<file path="src/rtl/temporizador_pkg.sv">
// Shared types and segment constants for the two-digit BCD countdown timer.
package temporizador_pkg;

  typedef enum logic [1:0] {
    OCIOSO   = 2'd0,
    CONTANDO = 2'd1,
    PAUSADO  = 2'd2,
    FIM      = 2'd3
  } estado_t;

  localparam logic [3:0] BCD_MAX = 4'd9;

  // Active-low gfedcba glyphs
  localparam logic [6:0] SEG_TRACO   = 7'b0111111;
  localparam logic [6:0] SEG_C       = 7'b1000110;
  localparam logic [6:0] SEG_P       = 7'b0001100;
  localparam logic [6:0] SEG_F       = 7'b0001110;
  localparam logic [6:0] SEG_APAGADO = 7'b1111111;

  function automatic logic [3:0] clamp_bcd(input logic [3:0] v);
    return (v > BCD_MAX) ? BCD_MAX : v;
  endfunction

endpackage

</file>
<file path="src/rtl/temporizador_bcd_decod7seg.sv">
// BCD to active-low 7-segment (gfedcba) decoder; non-BCD codes blank the digit.
module decod7seg
  import temporizador_pkg::*;
(
  input  logic [3:0] bcd,
  output logic [6:0] seg
);

  always_comb begin
    seg = SEG_APAGADO;
    case (bcd)
      4'd0: seg = 7'b1000000;
      4'd1: seg = 7'b1111001;
      4'd2: seg = 7'b0100100;
      4'd3: seg = 7'b0110000;
      4'd4: seg = 7'b0011001;
      4'd5: seg = 7'b0010010;
      4'd6: seg = 7'b0000010;
      4'd7: seg = 7'b1111000;
      4'd8: seg = 7'b0000000;
      4'd9: seg = 7'b0010000;
      default: seg = SEG_APAGADO;
    endcase
  end

endmodule

</file>
<file path="src/rtl/temporizador_bcd.sv">
// Two-digit BCD countdown timer with prescaled tick, run/pause FSM and 7-segment decode.
module temporizador_bcd
  import temporizador_pkg::*;
#(
  parameter int unsigned DIV = 50_000_000
) (
  input  logic       clock,
  input  logic       reset,
  input  logic       carregar,
  input  logic [3:0] carga_dez,
  input  logic [3:0] carga_unid,
  input  logic       iniciar,
  input  logic       pausar,
  output logic [6:0] unid_out,
  output logic [6:0] dez_out,
  output logic [6:0] estado_out,
  output logic       fim
);

  localparam int unsigned PW = $clog2(DIV);

  estado_t       state;
  logic [3:0]    dez;
  logic [3:0]    unid;
  logic [PW-1:0] presc;
  logic          tick;
  logic          start;

  assign tick  = (state == CONTANDO) && (presc == PW'(DIV - 1));
  assign start = iniciar && ((state == OCIOSO) || (state == PAUSADO));

  // Priority: reset > carregar > iniciar > pausar > tick
  always_ff @(posedge clock) begin
    if (reset) begin
      state <= OCIOSO;
      dez   <= 4'd0;
      unid  <= 4'd0;
      presc <= '0;
    end else if (carregar) begin
      state <= OCIOSO;
      dez   <= clamp_bcd(carga_dez);
      unid  <= clamp_bcd(carga_unid);
      presc <= '0;
    end else if (start) begin
      // Resuming from pause keeps the partial prescaler count
      if (state == OCIOSO) presc <= '0;
      state <= CONTANDO;
    end else if (pausar && (state == CONTANDO)) begin
      state <= PAUSADO;
    end else if (state == CONTANDO) begin
      if ((dez == 4'd0) && (unid == 4'd0)) begin
        state <= FIM;
      end else if (tick) begin
        presc <= '0;
        if (unid != 4'd0) begin
          unid <= unid - 4'd1;
          if ((unid == 4'd1) && (dez == 4'd0)) state <= FIM;
        end else begin
          unid <= BCD_MAX;
          dez  <= dez - 4'd1;
        end
      end else begin
        presc <= presc + PW'(1);
      end
    end
  end

  decod7seg u_dec_unid (.bcd(unid), .seg(unid_out));
  decod7seg u_dec_dez  (.bcd(dez),  .seg(dez_out));

  always_comb begin
    estado_out = SEG_TRACO;
    case (state)
      OCIOSO:   estado_out = SEG_TRACO;
      CONTANDO: estado_out = SEG_C;
      PAUSADO:  estado_out = SEG_P;
      FIM:      estado_out = SEG_F;
      default:  estado_out = SEG_TRACO;
    endcase
  end

  assign fim = (state == FIM);

endmodule

</file>
<file path="config.mk">
export PLATFORM = sky130hd
export DESIGN_NAME = temporizador_bcd
export DESIGN_NICKNAME = d
export VERILOG_FILES = /design/src/rtl/temporizador_pkg.sv /design/src/rtl/temporizador_bcd_decod7seg.sv /design/src/rtl/temporizador_bcd.sv
export SDC_FILE = /design/constraint.sdc
export NUM_CORES = 1
export LEC_CHECK = 0
export CAP_MARGIN = 30
export CORE_MARGIN = 5
export CORE_UTILIZATION = 35
export DETAILED_ROUTE_END_ITERATION = 7
export SLEW_MARGIN = 20
export SYNTH_ARGS = -nofsm -noshare
export SYNTH_HDL_FRONTEND = slang
export SYNTH_HIERARCHICAL = 1
export SYNTH_SLANG_ARGS = --single-unit
</file>
<file path="constraint.sdc">
create_clock -name clock -period 2.05 [get_ports clock]
set_input_delay 0.3075 -clock clock [delete_from_list [all_inputs] [get_ports clock]]
set_output_delay 0.3075 -clock clock [all_outputs]
set_load 0.05 [all_outputs]
</file>
Word level (Yosys, flattened, before mapping)
Memory sizes are Yosys's and may differ from the RTL's. A register that Yosys moved wholly into a read port is not among the register bits.
Cells that the tools add are included.
Widths: inputs -> output; s select.
- equality and inequality tests: 12
- order comparisons: 2
- multiplexer cells: 34
- reduce and logical (&&, ||, !) cells: 28
- add/subtract/negate cells: 3
- operators with widths (kind ; count):
    $mux 26 ; 6
    $mux 4 ; 20
    $pmux 7 s4 ; 1
    $add 26x1->26 const B ; 1
    $eq 26x26->1 const B ; 1
    $reduce_bool 4->1 ; 4
    $mux 2 ; 6
    $ne 2x2->1 const B ; 6
    $reduce_and 4->1 ; 3
    $reduce_bool 3->1 ; 4
    $gt 4x4->1 const B ; 2
    $logic_not 4->1 ; 2
    $reduce_bool 2->1 ; 4
    $sub 4x1->4 const B ; 2
    $reduce_and 6->1 ; 1
    $logic_and 1x1->1 ; 5
    $reduce_and 5->1 ; 1
    $eq 2x2->1 const B ; 2
    $eq 4x1->1 const B ; 1
    $reduce_or 3->1 ; 1
    $eq 2x1->1 const B ; 1
    $logic_not 2->1 ; 1
    $ne 2x1->1 const B ; 1
    $reduce_or 2->1 ; 1
    other kinds (2) ; 2
- memories kept: 2
- register bits after elaboration: 36
- bits in read-only memories: 224
- logic and storage cells: 86
- output and inout port bits: 22
- input port bits: 13
- memory list (name ; depth ; width ; rd ports ; clocked after memory_dff ; write ports ; RTL line ; source):
    (name not given) ; 16 ; 7 ; 1 ; 1 ; 0 ; temporizador_bcd_decod7seg.sv:11 ; case (bcd)
    (name not given) ; 16 ; 7 ; 1 ; 1 ; 0 ; temporizador_bcd_decod7seg.sv:11 ;

Depth between registers and ports, before layout
Gate-level depths: netlist of run 1.
- word-level depth: 10
- depth in mapped cells: 9
- mapped depth without buffers: 7

Hierarchy
The synthesis of run 1 kept the hierarchy.
- by module, submodules not included (module ; area an instance (µm²) ; instances ; cells each ; sequential area each (µm²)):
    temporizador_bcd ; 1965.6 ; 1 ; 230 ; 720.7
    decod7seg ; 210.2 ; 2 ; 33 ; 0.0

Least setup slack after synthesis of run 1
No wires, ideal clock.
- path type: reg2out
- start: reg unid[0] (netlist name)
- end: out unid_out[4]
- buffers on the path: 0
- arrival time: 2.018 ns
- required time: 1.742 ns
- cell stages (with the launch flop): 6
- path slack: -0.276 ns
- path through: dfxtp_1 inv_1 ha_1 nand2_1 o21ai_0 o21ai_0
- RTL lines (what ; RTL line ; source):
    to (decl) ; temporizador_bcd.sv:14 ; output logic [6:0] unid_out,

Final worst setup path of run 1
- start: reg presc[10]
- end: reg unid[3]
- word-level cells in the longest chain between the ends: 4
- ends and longest elaborated chain (what ; RTL line ; source):
    from (decl) ; temporizador_bcd.sv:25 ; logic [PW-1:0] presc;
    from (signal assigned) ; temporizador_bcd.sv:63 ; presc <= presc + PW'(1);
    $eq 26x26->1 ; temporizador_bcd.sv:29 ; assign tick = (state == CONTANDO) && (presc == PW'(DIV - 1));
    $logic_and 1x1->1 ; temporizador_bcd.sv:29 ;
    $reduce_bool 2->1 (no line) ; - ;
    $reduce_and 5->1 (no line) ; - ;
    to (signal assigned) ; temporizador_bcd.sv:42 ; unid <= clamp_bcd(carga_unid);
    to (signal assigned) ; temporizador_bcd.sv:56 ; unid <= unid - 4'd1;
    to (decl) ; temporizador_bcd.sv:24 ; logic [3:0] unid;
Every way passes these cells.
A chain may end at the register's enable or synchronous reset.

==> impl_metrics.ini, run 1 <==
[clocking]
cts_max_path_buffers = 2
tritoncts.num_buffers = 5
clk_latency_worst_skew_pair_ns = 0.29
number_of_buffers_inserted_for_hold_repair_after_clock_tree_synthesis = 0
tritoncts_clock_tree = done
clock_pin_slew_on_the_worst_setup_and_hold_paths_ns = 0.07
cts_max_level = 2
clock_sinks = 36
clockRootBuffer = sky130_fd_sc_hd__clkbuf_8

[logic_synthesis]
postSynthCellCount = 296
synth.top_cells.by_area = sky130_fd_sc_hd__dfxtp_1 (30%), sky130_fd_sc_hd__nor2_1 (6.6%), sky130_fd_sc_hd__ha_1 (6.3%), sky130_fd_sc_hd__xnor2_1 (4.8%), sky130_fd_sc_hd__o21ai_0 (3.6%)
netlist.area_leader.share_pct = 30.2
synth-main-ff-cell = sky130_fd_sc_hd__dfxtp_1
netlist.top_cell.by_area = sky130_fd_sc_hd__dfxtp_1
ys_seq_area_share_pct = 30.2
async_reset_ff_share_pct = 0
synth_seq_cells = 36
post_synthesis_cell_area_mm2 = 0.00239
synth_edf_count = 0
post_synth.cell_area_avg_um2 = 8.06
postSynthNetCount = 321
synth_warnings = 6
ys_types = 56

[worst_setup_path]
regToRegEndpoint = unid[3]
worst-endpoint-required_ns = 2.28
crit_path_leading_delay_family = simple AND/OR/NAND/NOR gates
arrival_time_at_the_worst_endpoint_ns = 2.32
setup.reg_to_reg.worst_slack_ns = -0.04
r2r_cells = 8
timing_worst_setup_path_type = reg -> reg
cp_cell_sequence = or4b_4 > or4_4 > buf_8 > nor3_4 > buf_4 > buf_6 > o31ai_4 > a21oi_2
crit_fanout = 7
slowest_delay_ns = 0.53
critical-path-slowest-cell = sky130_fd_sc_hd__or4b_4
end_kind = flop
critPathLaunchType = flop
r2r-start = presc[10]
cp_num_buf_inv = 3

[flow_run]
maxCapViolCount = 0

[die]
die_width_um = 92.6
row_count = 30
die_height_um = 92.6
floorplan.initialDensity_pct = 35.5
io_pins = 35
area_of_the_die_mm2 = 0.00857
design.core.area_mm2 = 0.00672

[timing]
setup_slack_ns = -0.0362
hold_ws_ns = 0.495
finalCritPeriodShare_pct = 102
report.final.setup_viol = 26
layout_min_cycle_time_ns = 2.09
max_freq_mhz = 479
timing_max_transition_violations_final = 0
setup_repair_after_global_routing_missed_its_margin = yes
final_hold_viol_count = 0
final.setup_skew_ns = 0.00704

[drt]
route.vias.total = 2305
drt_iter0_drc = 100
drtAntennaViolNets = 0
wirelength_mm = 6.00
route.detailed.vias_per_inst = 5.11
drcViolationCount = 0
wl_per_cell_um = 13.3
detail_route.first_pass.iterations = 4

[layout]
final_layout_size_suffix_gt1_share_pct = 31.0
count_of_antenna_diodes_in_the_layout = 0
final_design_area_no_fill_mm2 = 0.00340
fillerInstances = 641
total_area_of_multi_input_combinational_cells_mm2 = 0.00164
final_net_count = 395
syn2layout_area_growth_pct = 42.6
area.sequential_um2 = 727

[pwr]
total_power_w = 0.00182
vdd_ir_drop_max_uv = 304
power.leakage_nw = 1.29
powerDensity_mw_per_mm2 = 534

[placed_design]
io_buffers = 33
dpl.hpwl_mm = 4.27
routabilityCongestion = 0.778
placedInstanceArea_mm2 = 0.00309
placement.setup.worst_slack_ns = -0.338

[run_status]
violations_in_the_final_reports = setup timing
run_status = complete, but fails checks

[grt]
first_global_vias = 2250
grtUsageTotal_pct = 14.1
grt_overflow = 0
grt_max_degree = 25
antenna_found_initial = 0
grt_pass1_wl_mm = 10.0

[hold_path]
min_delay_path_depth = 2
min_path_type = reg -> reg
holdCritStartpoint = presc[23]
worst_hold_path.endpoint = presc[23]
-- registers in the layout, summed over array words and instances (netlist names) --
name,count
dez,4
presc,26
state,2
unid,4
-- timing repair --
item                                    in CTS  in global routing
gates resized for setup                     13                 21
buffers inserted                             4                  1
gates cloned                                 0                  2
endpoints found under the setup margin      33                 39
pin swaps                                   11                 10
-- per-stage QoR --
| stage | instances | util [%] | setup TNS [ns] |
|---|---|---|---|
| final | 451 | 50.7 | -0.234 |
| after global routing | 451 | 50.7 | -2.45 |
| after CTS | 448 | 48.6 | -1.18 |
| after detailed placement | 436 | 45.9 | -4.26 |
| after global placement | 436 | 45.9 | -3.61 |
| after floorplan | 296 | - | 0 |
-- cell usage after synthesis (5+ instances only) --
cell type,instances
sky130_fd_sc_hd__nor2_1,42
sky130_fd_sc_hd__dfxtp_1,36
sky130_fd_sc_hd__o21ai_0,17
sky130_fd_sc_hd__a21oi_1,16
sky130_fd_sc_hd__inv_1,13
sky130_fd_sc_hd__xnor2_1,13
sky130_fd_sc_hd__ha_1,12
sky130_fd_sc_hd__nand4_1,12
sky130_fd_sc_hd__nand2_1,10
sky130_fd_sc_hd__nand2b_1,10
sky130_fd_sc_hd__nor3_1,10
sky130_fd_sc_hd__nand3_1,8
sky130_fd_sc_hd__xor2_1,8
sky130_fd_sc_hd__clkbuf_1,6
sky130_fd_sc_hd__and3_1,5
sky130_fd_sc_hd__or3_1,5
-- cell type report --
class | count | area share [%]
Clock buffer | 8 | 2.65
Inverter | 14 | 1.54
Multi-Input combinational cell | 230 | 48.2
Sequential cell | 36 | 21.4
Tap cell | 80 | 2.94
Timing Repair Buffer | 83 | 23.3
-- worst min-delay path, delay by kind of cell, from the launching register on --
kind	cells	cell delay (ns)
AO/OA/AOI/OAI	2	0.12
flip-flops	1	0.33
-- where the power goes --
group	switching, W	leakage (nW)	total (W)	internal [W]
Combinational	0.000324	0.950	0.000564	0.000240
Clock	0.000255	0.0455	0.000530	0.000274
Sequential	0.0000118	0.294	0.000724	0.000712
-- cells by family (layout without fill, tap and decap cells) --
kind of cell,after synthesis,count (layout),synth area share [%]
and+or+nand+nor,137,137,32.7
other,1,1,0.157
adders and majority gates,12,12,6.29
AOI/OAI and AO/OA,57,57,15.8
muxes,2,2,0.839
xor gates and xnor gates,21,21,7.71
buffers and inverters,30,105,6.34
DFF,36,36,30.2
-- per-layer routing --
layer | part of all wire (%) | global-route usage (%) | vias to the layer above
met4 | 1.2 | 3.84 | 0
li1 | - | - | 1198
met5 | 0 | 0 | -
met3 | 3.6 | 3.17 | 7
met2 | 48 | 23.9 | 30
met1 | 47 | 17.8 | 1070
-- worst max-delay path by stage --
stage | from | to | slack, ns | cells past startpoint
after floorplan | dez[0] | presc[21] | 0.003 | 8
after global placement | pausar | presc[25] | -0.27 | 6
after detailed placement | pausar | presc[19] | -0.34 | 7
after CTS | presc[10] | presc[23] | -0.05 | 7
after global routing | pausar | presc[22] | -0.13 | 7
final | presc[10] | unid[3] | -0.04 | 8
-- layout by cell type (no fill, tap or decap), drive strengths merged, types with 2 or more instances in the layout --
cell           instances
a211oi                 4
a21oi                 18
a22o                   2
a31oi                  2
and2                   4
and3                   5
buf                   69
clkbuf                10
clkdlybuf4s50         12
dfxtp                 36
ha                    12
inv                   13
mux2i                  2
nand2                 10
nand2b                10
nand3                  9
nand4                 12
nand4b                 3
nor2                  42
nor3                  12
nor4                   6
nor4bb                 2
o21ai                 18
o31ai                  4
or2                    4
or2b                   2
or3                    5
or4                    4
or4b                   2
xnor2                 13
xor2                   8
No activity file was read; power rests on OpenSTA's default activity.
==> inputs of run 2 (changes only) <==
--- a/config.mk
+++ b/config.mk
@@ -9,6 +9,7 @@
 export CORE_MARGIN = 5
 export CORE_UTILIZATION = 35
 export DETAILED_ROUTE_END_ITERATION = 7
+export SKIP_CTS_REPAIR_TIMING = 1
 export SLEW_MARGIN = 20
 export SYNTH_ARGS = -nofsm -noshare
 export SYNTH_HDL_FRONTEND = slang
==> impl_metrics.ini, run 2 (synthesis results as in run 1) <==
[run_status]
run_status = complete, but fails checks
violations_in_the_final_reports = setup timing

[worst_setup_path]
critical-path-slowest-cell = sky130_fd_sc_hd__or4b_4
critPathLaunchType = flop
r2r_cells = 7
worst-endpoint-required_ns = 2.22
crit_path_leading_delay_family = simple AND/OR/NAND/NOR gates
setup.reg_to_reg.worst_slack_ns = -0.08
slowest_delay_ns = 0.53
regToRegEndpoint = presc[25]
end_kind = flop
crit_fanout = 7
cp_num_buf_inv = 2
cp_cell_sequence = or4b_4 > or4_4 > buf_12 > o21bai_4 > a21o_4 > clkbuf_16 > a21oi_2
arrival_time_at_the_worst_endpoint_ns = 2.31
r2r-start = presc[10]
timing_worst_setup_path_type = reg -> reg

[pwr]
powerDensity_mw_per_mm2 = 509
clockPowerShare_pct = 28.6
power.leakage_nw = 1.33
p_int_w = 0.00124
vdd_ir_drop_max_uv = 289
p_switching_w = 0.000605
seq_power_share_pct = 39.2
power.share.switching_pct = 32.7
power_frac_comb_pct = 32.2

[clocking]
clock_sinks = 36
cts_max_path_buffers = 2
clockRootBuffer = sky130_fd_sc_hd__clkbuf_8
cts_max_level = 2
clk_latency_worst_skew_pair_ns = 0.29
clock_pin_slew_on_the_worst_setup_and_hold_paths_ns = 0.07
tritoncts.num_buffers = 5
tritoncts_clock_tree = done

[layout]
final_layout_size_suffix_gt1_share_pct = 38.8
syn2layout_area_growth_pct = 52.1
leading_cell_types_in_the_layout_fill_and_taps_excluded = sky130_fd_sc_hd__buf_4 (59), sky130_fd_sc_hd__dfxtp_1 (30), sky130_fd_sc_hd__nor2_1 (27), sky130_fd_sc_hd__xnor2_1 (13), sky130_fd_sc_hd__nor2_4 (13)
final_net_count = 400
final_design_area_no_fill_mm2 = 0.00363
commonest_non_fill_non_tap_cell_in_the_layout = sky130_fd_sc_hd__buf_4
largest_reg_flops = 26
utilization_pct = 54.0
largest_registers = presc: 26 flops, dez: 4 flops, unid: 4 flops
registers.top_by_ff_count = presc
count_of_antenna_diodes_in_the_layout = 0
post_layout_nonfiller_instances = 456

[hold_path]
worst_hold_path.endpoint = presc[23]
min_delay_path_depth = 2
min_path_type = reg -> reg
holdCritStartpoint = presc[23]

[timing]
finalCritPeriodShare_pct = 104
max_freq_mhz = 469
report.final.setup_viol = 30
setup_slack_ns = -0.0819
timing_max_transition_violations_final = 0
final.setup_skew_ns = 0.00529
setup_repair_after_global_routing_missed_its_margin = yes
final_hold_viol_count = 0
layout_min_cycle_time_ns = 2.13

[die]
row_count = 30
floorplan.initialDensity_pct = 35.5
die_width_um = 92.6
area_of_the_die_mm2 = 0.00857
design.core.area_mm2 = 0.00672
io_pins = 35
die_height_um = 92.6

[flow_run]
maxCapViolCount = 0

[drt]
drt_iter0_drc = 79
detail_route.first_pass.iterations = 4
route.vias.total = 2360
wirelength_mm = 6.32
drcViolationCount = 0
wl_per_cell_um = 13.9
route.detailed.vias_per_inst = 5.18
drtAntennaViolNets = 0

[grt]
grt_pass1_wl_mm = 9.91
grt_max_degree = 25
antenna_found_initial = 0
grtUsageTotal_pct = 13.9
grt_overflow = 0
first_global_vias = 2211

[placed_design]
io_buffers = 33
routabilityCongestion = 0.778
dpl.hpwl_mm = 4.27
placed_cells = 436
placedInstanceArea_mm2 = 0.00309
[run 2: worst max path at each step]
stage	from	endpoint	slack [ns]	cells after the start
2_1_floorplan	dez[0]	presc[21]	0.003	8
3_3_place_gp	pausar	presc[25]	-0.27	6
3_5_place_dp	pausar	presc[19]	-0.34	7
4_1_cts	presc[11]	dez[0]	-0.12	6
5_1_grt	presc[10]	presc[25]	-0.13	7
6_report	presc[10]	presc[25]	-0.08	7
[run 2: through the flow]
step / total power (W) / setup slack, ns / hold slack [ns] / TNS, ns
2_1_floorplan: 0.00106 / 0.00276 / 0.403 / 0
3_3_place_gp: 0.00126 / -0.270 / 0.472 / -3.61
3_5_place_dp: 0.00126 / -0.338 / 0.487 / -4.26
4_1_cts: 0.00179 / -0.122 / 0.498 / -1.95
5_1_grt: 0.00194 / -0.131 / 0.545 / -3.20
6_report: 0.00185 / -0.0819 / 0.499 / -1.48
[run 2: per-layer routing]
| metal | up-vias | GRT usage [%] | wire length (um) | part of all wire (%) |
|---|---|---|---|---|
| met5 | - | 0 | 0 | 0 |
| met4 | 0 | 3.84 | 69 | 1.1 |
| met3 | 7 | 3.17 | 250 | 4.0 |
| met2 | 43 | 23.3 | 3080 | 49 |
| met1 | 1104 | 17.8 | 2920 | 46 |
| li1 | 1206 | - | - | - |
[run 2: worst min-delay path, cell delays in order, from the launching register on]
cell and delay (ns):
sky130_fd_sc_hd__dfxtp_1 0.33, sky130_fd_sc_hd__o31ai_1 0.08, sky130_fd_sc_hd__a21oi_2 0.05
[run 2: layout make-up]
class | count | area, um2
Fill cell | 620 | 3090
Multi-Input combinational cell | 230 | 1800
Timing Repair Buffer | 88 | 861
Sequential cell | 36 | 728
Tap cell | 80 | 100
Clock buffer | 8 | 90.1
Inverter | 14 | 52.6
[run 2: power by group through the flow]
stage	Clock [W]	Combinational (W)	Sequential, W
final	0.000528	0.000595	0.000724
after global routing	0.000579	0.000633	0.000725
after floorplan	0	0.000315	0.000746
after detailed placement	0	0.000524	0.000737
after global placement	0	0.000522	0.000737
after CTS	0.000544	0.000526	0.000721
